$ cat src/rtl/stream_out_pkg.sv
// Shared types and sizing helpers for the stream output serializer.
package stream_out_pkg;
  typedef enum logic [1:0] {IDLE = 2'd0, HDR = 2'd1, DATA = 2'd2} state_e;

  localparam logic HDR_MARK = 1'b1;

  function automatic int clog2(input int v);
    int r;
    r = 0;
    for (int i = 0; i < 31; i++) if ((1 << i) < v) r = i + 1;
    return r;
  endfunction

  function automatic int nibbles(input int w);
    return w / 4;
  endfunction
endpackage

$ cat src/rtl/stream_out_serializer_sync_fifo.sv
// Show-ahead synchronous FIFO; dout is the head word whenever not empty.
module sync_fifo
  import stream_out_pkg::*;
#(
  parameter int W     = 32,
  parameter int DEPTH = 8,
  localparam int AW   = clog2(DEPTH)
) (
  input  logic         clk,
  input  logic         rst,
  input  logic         push,
  input  logic         pop,
  input  logic [W-1:0] din,
  output logic [W-1:0] dout,
  output logic [AW:0]  count,
  output logic         full_n,
  output logic         empty
);
  logic [W-1:0]  mem [DEPTH];
  logic [AW-1:0] wr_ptr, rd_ptr;
  logic          wr_en, rd_en;

  assign full_n = (count != (AW+1)'(DEPTH));
  assign empty  = (count == '0);
  assign wr_en  = push && full_n;
  assign rd_en  = pop && !empty;
  assign dout   = mem[rd_ptr];

  always_ff @(posedge clk) begin
    if (rst) begin
      wr_ptr <= '0;
      rd_ptr <= '0;
      count  <= '0;
    end else begin
      if (wr_en) wr_ptr <= wr_ptr + AW'(1);
      if (rd_en) rd_ptr <= rd_ptr + AW'(1);
      case ({wr_en, rd_en})
        2'b10:   count <= count + (AW+1)'(1);
        2'b01:   count <= count - (AW+1)'(1);
        default: count <= count;
      endcase
    end
  end

  always_ff @(posedge clk) begin
    if (wr_en) mem[wr_ptr] <= din;
  end
endmodule

$ cat src/rtl/stream_out_serializer.sv
// Per-channel FIFOs, round-robin arbiter and nibble serializer emitting
// {header, data nibbles MS-first} frames on a 4-bit valid/ready link.
module stream_out_serializer
  import stream_out_pkg::*;
#(
  parameter int NUM_CH     = 2,
  parameter int DATA_W     = 32,
  parameter int FIFO_DEPTH = 8
) (
  input  logic                     ap_clk,
  input  logic                     ap_rst,
  input  logic [NUM_CH*DATA_W-1:0] ch_din,
  input  logic [NUM_CH-1:0]        ch_write,
  output logic [NUM_CH-1:0]        ch_full_n,
  input  logic                     data_ready,
  output logic [3:0]               data_out,
  output logic                     data_valid,
  output logic                     probe_out
);
  localparam int NIB   = nibbles(DATA_W);
  localparam int CNT_W = (clog2(NIB) > 0) ? clog2(NIB) : 1;
  localparam int IDX_W = (clog2(NUM_CH) > 0) ? clog2(NUM_CH) : 1;
  localparam int CW    = clog2(FIFO_DEPTH) + 1;

  logic [NUM_CH-1:0][DATA_W-1:0] fifo_dout;
  logic [NUM_CH-1:0][CW-1:0]     fifo_cnt;
  logic [NUM_CH-1:0]             fifo_empty, pop, drop, ovf;

  state_e             state, state_nxt;
  logic [DATA_W-1:0]  shreg;
  logic [CNT_W-1:0]   nib_cnt;
  logic [IDX_W-1:0]   rr_ptr, gnt_idx, cand;
  logic [2:0]         ch_id;
  logic               gnt_vld, last_nib;

  for (genvar k = 0; k < NUM_CH; k++) begin : g_ch
    sync_fifo #(.W(DATA_W), .DEPTH(FIFO_DEPTH)) u_fifo (
      .clk    (ap_clk),
      .rst    (ap_rst),
      .push   (ch_write[k]),
      .pop    (pop[k]),
      .din    (ch_din[k*DATA_W +: DATA_W]),
      .dout   (fifo_dout[k]),
      .count  (fifo_cnt[k]),
      .full_n (ch_full_n[k]),
      .empty  (fifo_empty[k])
    );
    assign pop[k] = (state == IDLE) && gnt_vld && (gnt_idx == IDX_W'(k));

    always @(posedge ap_clk)
      if (!ap_rst) assert (fifo_cnt[k] <= CW'(FIFO_DEPTH));
  end

  // A write against a full FIFO is lost even if a pop frees a slot this cycle.
  assign drop = ch_write & ~ch_full_n;

  always_ff @(posedge ap_clk) begin
    if (ap_rst) begin
      ovf       <= '0;
      probe_out <= 1'b0;
    end else begin
      ovf       <= ovf | drop;
      probe_out <= |(ovf | drop);
    end
  end

  // First non-empty channel at or after rr_ptr.
  always_comb begin
    gnt_vld = 1'b0;
    gnt_idx = '0;
    cand    = '0;
    for (int i = 0; i < NUM_CH; i++) begin
      cand = IDX_W'((int'(rr_ptr) + i) % NUM_CH);
      if (!gnt_vld && !fifo_empty[cand]) begin
        gnt_vld = 1'b1;
        gnt_idx = cand;
      end
    end
  end

  assign last_nib = (nib_cnt == CNT_W'(NIB - 1));

  always_ff @(posedge ap_clk) begin
    if (ap_rst) state <= IDLE;
    else        state <= state_nxt;
  end

  always_comb begin
    state_nxt = state;
    case (state)
      IDLE:    if (gnt_vld) state_nxt = HDR;
      HDR:     if (data_ready) state_nxt = DATA;
      DATA:    if (data_ready && last_nib) state_nxt = IDLE;
      default: state_nxt = IDLE;
    endcase
  end

  always_comb begin
    data_out   = 4'h0;
    data_valid = 1'b0;
    case (state)
      HDR: begin
        data_out   = {HDR_MARK, ch_id};
        data_valid = 1'b1;
      end
      DATA: begin
        data_out   = shreg[DATA_W-1 -: 4];
        data_valid = 1'b1;
      end
      default: ;
    endcase
  end

  always_ff @(posedge ap_clk) begin
    if (ap_rst) begin
      shreg   <= '0;
      nib_cnt <= '0;
      rr_ptr  <= '0;
      ch_id   <= '0;
    end else begin
      case (state)
        IDLE: if (gnt_vld) begin
          shreg  <= fifo_dout[gnt_idx];
          ch_id  <= 3'(gnt_idx);
          rr_ptr <= (gnt_idx == IDX_W'(NUM_CH - 1)) ? '0 : gnt_idx + IDX_W'(1);
        end
        HDR:  if (data_ready) nib_cnt <= '0;
        DATA: if (data_ready) begin
          shreg   <= shreg << 4;
          nib_cnt <= nib_cnt + CNT_W'(1);
        end
        default: ;
      endcase
    end
  end
endmodule

$ cat config.mk
export PLATFORM = sky130hd
export DESIGN_NAME = stream_out_serializer
export DESIGN_NICKNAME = d
export VERILOG_FILES = /design/src/rtl/stream_out_pkg.sv /design/src/rtl/stream_out_serializer_sync_fifo.sv /design/src/rtl/stream_out_serializer.sv
export SDC_FILE = /design/constraint.sdc
export NUM_CORES = 1
export LEC_CHECK = 0
export CORE_AREA = 5 5 243 245
export CTS_BUF_LIST = sky130_fd_sc_hd__clkbuf_4
export DETAILED_ROUTE_END_ITERATION = 8
export DIE_AREA = 0 0 248 250
export PLACE_DENSITY_LB_ADDON = 0.1
export SYNTH_ARGS = -nofsm -noshare
export SYNTH_HDL_FRONTEND = slang
export SYNTH_SLANG_ARGS = --single-unit
$ cat constraint.sdc
create_clock -name ap_clk -period 6.67 [get_ports ap_clk]
set_input_delay 1.334 -clock ap_clk [delete_from_list [all_inputs] [get_ports ap_clk]]
set_output_delay 1.334 -clock ap_clk [all_outputs]
set_load 0.005 [all_outputs]
==> impl_results.md, run 1 <==
- Final setup fails: 0
- Hold Crit Depth: 2
- Initial Utilization: about two fifths
- Worst Path Required: around 5.3 ns
- Post_cts resized: 0
- Critical Path, Cell by Cell: inv_1, ha_1, a22oi_1, nor2b_1, clkdlybuf4s50_1
- Leak: 8.38 nW
- Final instance area: around 26000 µm²
- Setup_tns: 0 ns
- GRT Util Overall: between 10% and 20%
- Startpoint Class: flop
- Yosys reg bits: just under 600
- Clock Path Buffers: 3
- Routability-driven placement congestion ratio: approximately 0.76
- Slew HR: 39.9%
- CTS buffer count: about 160
- Max incr delay on CP: 0.63 ns
- Yosys top cell area share: slightly below 70%
- Die area: between 60000 and 70000 µm²
- Crit Path Category: reg -> out
- Worst Max-Slew Pin Slew: 0.901 ns
- CTS tree: built
- Top Ports: 77
- CORE AREA: between 50000 and 60000 µm²
- Max FO, Critical Path: 21
- Max-cap viol count: 0
- Routed via count: between 10000 and 15000
- Final min period: roughly 4.2 ns
- Layout cell share with drive strength beyond 1: between 30% and 40%
- Seq/Total Area, Yosys: around 75%
- Synth area leaders: edfxtp_1 69%, mux4_2 13%, dfxtp_1 6.1%
- Initial antenna violation count: 4
- Worst r2r path cells: 5
- Arrival @ worst endpoint: between 2 and 3 ns
- H-tree Lvls: 4
- Fin crit share: a little over three fifths
- Post-Synthesis Cells: between 1000 and 1500
- Asr flop ratio synth: 0%
- CTS clock-pin slew for the worst setup and hold paths: approximately 0.060 ns
- Cell Area, Placed: 24000 µm²
- Die width: around 250 µm
- Max VDD drop: about 0.17 mV
- Final ANT Viol Nets: 0
- CTS Sinks: 580
- Synth unique cells: 50
- Synthesized area: approximately 22000 µm²
- Vias in the first global route: around 12000
- Fmax: 237 MHz
- Status: finished, final reports clean
- Avg Cell Area, Syn: 20.5 µm²
- Port Buf Inserts: 76
- Syn. warnings: 0
- Root buf cell: clkbuf_4
- Worst hold path type: reg -> reg
- Die height: 250 µm
- Main flop type after synthesis: edfxtp_1
- Final Hold Viols: 0
- PD cells: 363 nW/µm²
- Max stage delay cell, worst path: ha_1
- Most frequent cell after synthesis: edfxtp_1
- Synth area leader: edfxtp_1
- Initial drt markers: 675
- First-pass GRT wire length: 73800 µm
- Wire per inst: about 23 µm
- Largest net degree at the start of global routing: 46
- Synth top cells by count: 512 x edfxtp_1, 128 x mux4_2, 68 x dfxtp_1
- DR vias/cell: around 5.1
- Clk_lat worst skew: approximately 0.93 ns
- Number of hold-repair buffers added at the cts stage: 0
- Grt ovf: 0
- Area grow syn2layout: 16.5%
- Final Max Slew Viols: 0
- Post-Route Skew: about 0.038 ns
- Nets: approximately 1400
- Crit. End Element: output port
- RSZ-0062 raised after global routing: false
- Post-Synthesis Net Count: roughly 1200
- Pre-Repair DR Iteration Count: 5
- DR DRC count: 0
- Row count: a little under 90
- Count of flip-flops with a built-in enable after synthesis: roughly 500
- DP HPWL: about 27000 µm
- Drt total wl: just under 50000 µm
- # Post-CTS Setup Buffers: 0
## registers in the layout (all words and copies together), names as in the netlist, named ones only
name,flops
rr_ptr,1
g_ch.u_fifo.wr_ptr,6
g_ch.u_fifo.count,8
nib_cnt,3
state,2
ch_id,1
g_ch.u_fifo.rd_ptr,6
g_ch.u_fifo.mem,512
shreg,32
probe_out,1
ovf,2
## worst paths after layout
| kind | startpoint | end | slack, ns |
|---|---|---|---|
| worst max-delay path | state[0] | data_out[0] | 2.45 |
| worst min register to register | ovf[1] | ovf[1] | 0.46 |
| worst max register to register | flop | shreg[29] | 3.68 |
| worst min-delay path | ovf[1] | ovf[1] | 0.46 |
## stage by stage
stage	hold WS (ns)	total power [mW]	utilization, %	setup WS, ns	cells
floorplan	0.424	5.86	-	0.985	1087
global placement	0.445	6.45	42.2	2.74	1894
detailed placement	0.451	6.48	42.2	2.73	1894
CTS	0.466	9.63	45.7	2.31	2168
global route	0.478	10.0	45.7	2.13	2170
finish	0.462	9.43	45.7	2.45	2170
## logic make-up after synthesis
logic type	synth area share [%]
AOI/OAI and AO/OA	3.39
xor gates and xnor gates	0.550
adders and majority gates	0.954
buffers and inverters	1.45
DFF	75.0
muxes	16.1
and+or+nand+nor	2.50
## layer usage
metal | wire (µm) | share of wire (%) | global-route usage (%) | vias up
met5 | 0 | 0 | 0 | -
met4 | 1120 | 2.3 | 6.12 | 0
met3 | 2250 | 4.6 | 4.84 | 72
met2 | 23400 | 48 | 24.3 | 252
met1 | 22000 | 45 | 22.3 | 5713
li1 | - | - | - | 4998
## area by class of cell
type                    count  area [µm²]
fillers                  4972       30900
flip-flops and latches    580       16800
multi-input cells         440        5340
clock buffers             239        1790
well taps                 765         957
repair buffers            101         943
clock inverters            35         166
inverters                   8        30.0
diodes                      2        5.00
## worst max-delay path: cells and delay by family, from the launching register on
kind / cells / cell delay, ns
simple gates: 1 / 0.14
compound gates: 1 / 0.21
buf+inv: 2 / 0.63
fa+ha+maj: 1 / 0.63
flops: 1 / 0.34
## report_power, final
part           switching [mW]  leakage (nW)  internal (mW)
Clock                    1.41          1.20           1.66
Combinational            1.04          1.97          0.875
Sequential              0.214          5.21           4.24
Total                    2.66          8.38           6.77
## layout by cell type (no fill, tap or decap), drive strengths merged, types with 19 or more instances in the layout
cell type        n
clkdlybuf4s50   75
o22ai           23
a221o           19
buf             26
nand2           29
mux2i           51
dfxtp           68
nor2            42
clkbuf         239
mux4           128
edfxtp         512
clkinv          29
(Power assumes the default switching activity.)
==> run 2, diff against run 1 <==
==> constraint.sdc (replaced) <==
create_clock -name ap_clk -period 3.8 [get_ports ap_clk]
set_input_delay 0.76 -clock ap_clk [delete_from_list [all_inputs] [get_ports ap_clk]]
set_output_delay 0.76 -clock ap_clk [all_outputs]
set_load 0.005 [all_outputs]
==> impl_results.md, run 2 (synthesis results as in run 1) <==
- Biggest regs: g_ch.u_fifo.mem x512, shreg x32, g_ch.u_fifo.count x8
- Clk pwr share: 32.7% (about the same)
- Vias in the first global route: 11800 (-0.58%)
- H-tree Lvls: 4 (unchanged)
- Grt ovf: 0 (unchanged)
- P_sw: 4.61 mW (+73%)
- Crit Path Category: reg -> out
- Routability-driven placement congestion ratio: 0.727 (-4.0%)
- Routed via count: 11100 (+0.50%)
- Die height: 250 µm (unchanged)
- CTS clock-pin slew for the worst setup and hold paths: 0.06 ns (about the same)
- Leak: 8.47 nW (+1.1%)
- GRT Util Overall: 16.1% (-0.088 points)
- Arrival @ worst endpoint: 2.61 ns (-0.27 ns)
- Clk_lat worst skew: 0.94 ns (about the same)
- Flop pwr share: 46.7% (-0.5 points)
- Fin crit share: about nine tenths
- Worst hold path type: in -> reg
- Drt total wl: 48600 µm (-0.50%)
- Final instance area: 26300 µm² (+1.1%)
- Critical Path, Cell by Cell: inv_1, ha_2, a22oi_1, nor2b_1, clkdlybuf4s50_1
- P_int: 12.1 mW (+79%)
- Pre-Repair DR Iteration Count: 7 (+2)
- Commonest non-fill, non-tap cells in the layout: 512 x edfxtp_1, 234 x clkbuf_4, 128 x mux4_2, 75 x clkdlybuf4s50_1, 62 x dfxtp_1
- Root buf cell: clkbuf_4
- Final setup fails: 0 (unchanged)
- Row count: 88 (unchanged)
- Combinational group share of total power: 20.6% (+0.3 points)
- Final Max Slew Viols: 0 (unchanged)
- Number of hold-repair buffers added at the cts stage: 0 (unchanged)
- RSZ-0062 raised after global routing: false
- Layout cell share with drive strength beyond 1: 33.6% (+0.43 points)
- Max-cap viol count: 0 (unchanged)
- DP HPWL: 28200 µm (+2.6%)
- Nets: 1388 (+1.0%)
- Worst Path Required: 3.04 ns (-2.30 ns)
- Post-Place Setup Slack: 0.644 ns (-2.09 ns)
- Setup ws final: 0.426 ns (-2.03 ns)
- PD cells: 636 nW/µm² (+75%)
- Max stage delay cell, worst path: clkdlybuf4s50_1
- Initial antenna violation count: 4 (unchanged)
- Area grow syn2layout: 17.9%
- Wire per inst: 22.3 µm (-0.78%)
- Fmax: around 300 MHz
- CTS tree: built
- Startpoint Class: flop
- Final Hold Viols: 0 (unchanged)
- Sw Share: 27.6% (-0.61 points)
- Top Ports: 77 (unchanged)
- CTS Sinks: 580 (unchanged)
- Clock Path Buffers: 3 (unchanged)
- Status: finished, final reports clean
- Port Buf Inserts: 76 (unchanged)
- Max incr delay on CP: 0.50 ns (-0.13 ns)
- CORE AREA: 56900 µm² (unchanged)
- CTS buffer count: 154 (-1.9%)
- Die area: 62000 µm² (unchanged)
- Slew HR: 49.3% (+9.3 points)
- Cell Area, Placed: 24300 µm² (+1.2%)
- Max FO, Critical Path: 21 (unchanged)
- Final ANT Viol Nets: 0 (unchanged)
- Post_cts resized: 0 (unchanged)
- Final min period: about 3.4 ns
- Initial drt markers: 572 (-15%)
- First-pass GRT wire length: 73200 µm (-0.85%)
- Max reg flops: 512 (unchanged)
- Crit. End Element: output port
- Reg with most FFs: g_ch.u_fifo.mem
- DR vias/cell: 5.10 (+0.22%)
- Initial Utilization: 39.2% (unchanged)
- DR DRC count: 0 (unchanged)
- Most common cell after layout, fill and taps aside: edfxtp_1
- Max VDD drop: 0.270 mV (+61%)
- Post-Route Skew: 0.0643 ns (+0.0258 ns)
- Die width: 248 µm (unchanged)
- Worst Max-Slew Pin Slew: 0.761 ns (-0.140 ns)
- # Post-CTS Setup Buffers: 0 (unchanged)
- Largest net degree at the start of global routing: 43 (-6.5%)
## run 2: cell types whose count changed in the layout (fill, tap and decap cells not counted), moves of 2 or more
cell	before	now
buf_4	25	34
buf_12	0	8
clkinv_2	7	0
clkbuf_4	239	234
nor3_2	6	2
nor3_4	0	4
bufinv_16	1	4
nor3b_2	2	0
nor3b_4	0	2
## run 2: power by group through the flow
stage	clock [mW]	combinational (mW)	sequential [mW]
after floorplan	0	2.59	7.70
after global placement	0	3.48	7.94
after detailed placement	0	3.51	7.95
after CTS	5.70	3.53	7.82
after global routing	6.05	3.79	7.86
final	5.46	3.45	7.81
## run 2: routing by layer
layer	global-route usage, %	part of all wire, %
met5	0	0.045
met4	4.91	1.5
met1	20.8	43
met3	5.48	5.5
met2	25.7	50
## run 2: cell type report
class / count / area [µm²]
multi-input combinational: 440 / 5400
tap: 765 / 957
timing repair buffer: 118 / 1170
antenna: 2 / 5.00
inverter: 8 / 30.0
sequential: 580 / 16800
clock buffer: 234 / 1760
clock inverter: 29 / 214
fill: 4946 / 30600
## run 2: critical path: cells and delay by family (launching register included)
kind	cells	cell delay, ns
AO/OA/AOI/OAI	1	0.17
adder cells (fa/ha/maj)	1	0.45
buffers and inverters	2	0.61
flip-flops	1	0.33
AND/OR/NAND/NOR	1	0.12
## run 2: stage by stage
stage	util (%)	power (mW)	cells	TNS, ns	hold WS [ns]
after global placement	42.7	11.4	1911	0	0.443
final	46.2	16.7	2176	0	0.250
after CTS	46.2	17.0	2174	0	0.0904
after global routing	46.2	17.7	2176	0	0.136
after detailed placement	42.7	11.5	1911	0	0.446
after floorplan	-	10.3	1087	-0.0940	0.424
## run 2: path summary, 6_finish.rpt
check / startpoint / to / slack (ns) / depth (start not counted)
setup / recovery: state[0] / data_out[0] / 0.43 / 5
hold / removal: ap_rst / g_ch[0].u_fifo.rd_ptr[0] / 0.25 / 2
setup reg to reg: g_ch[0].u_fifo.count[1] / g_ch[0].u_fifo.count[2] / 0.95 / 11
hold reg to reg: shreg[25] / shreg[29] / 0.45 / 1
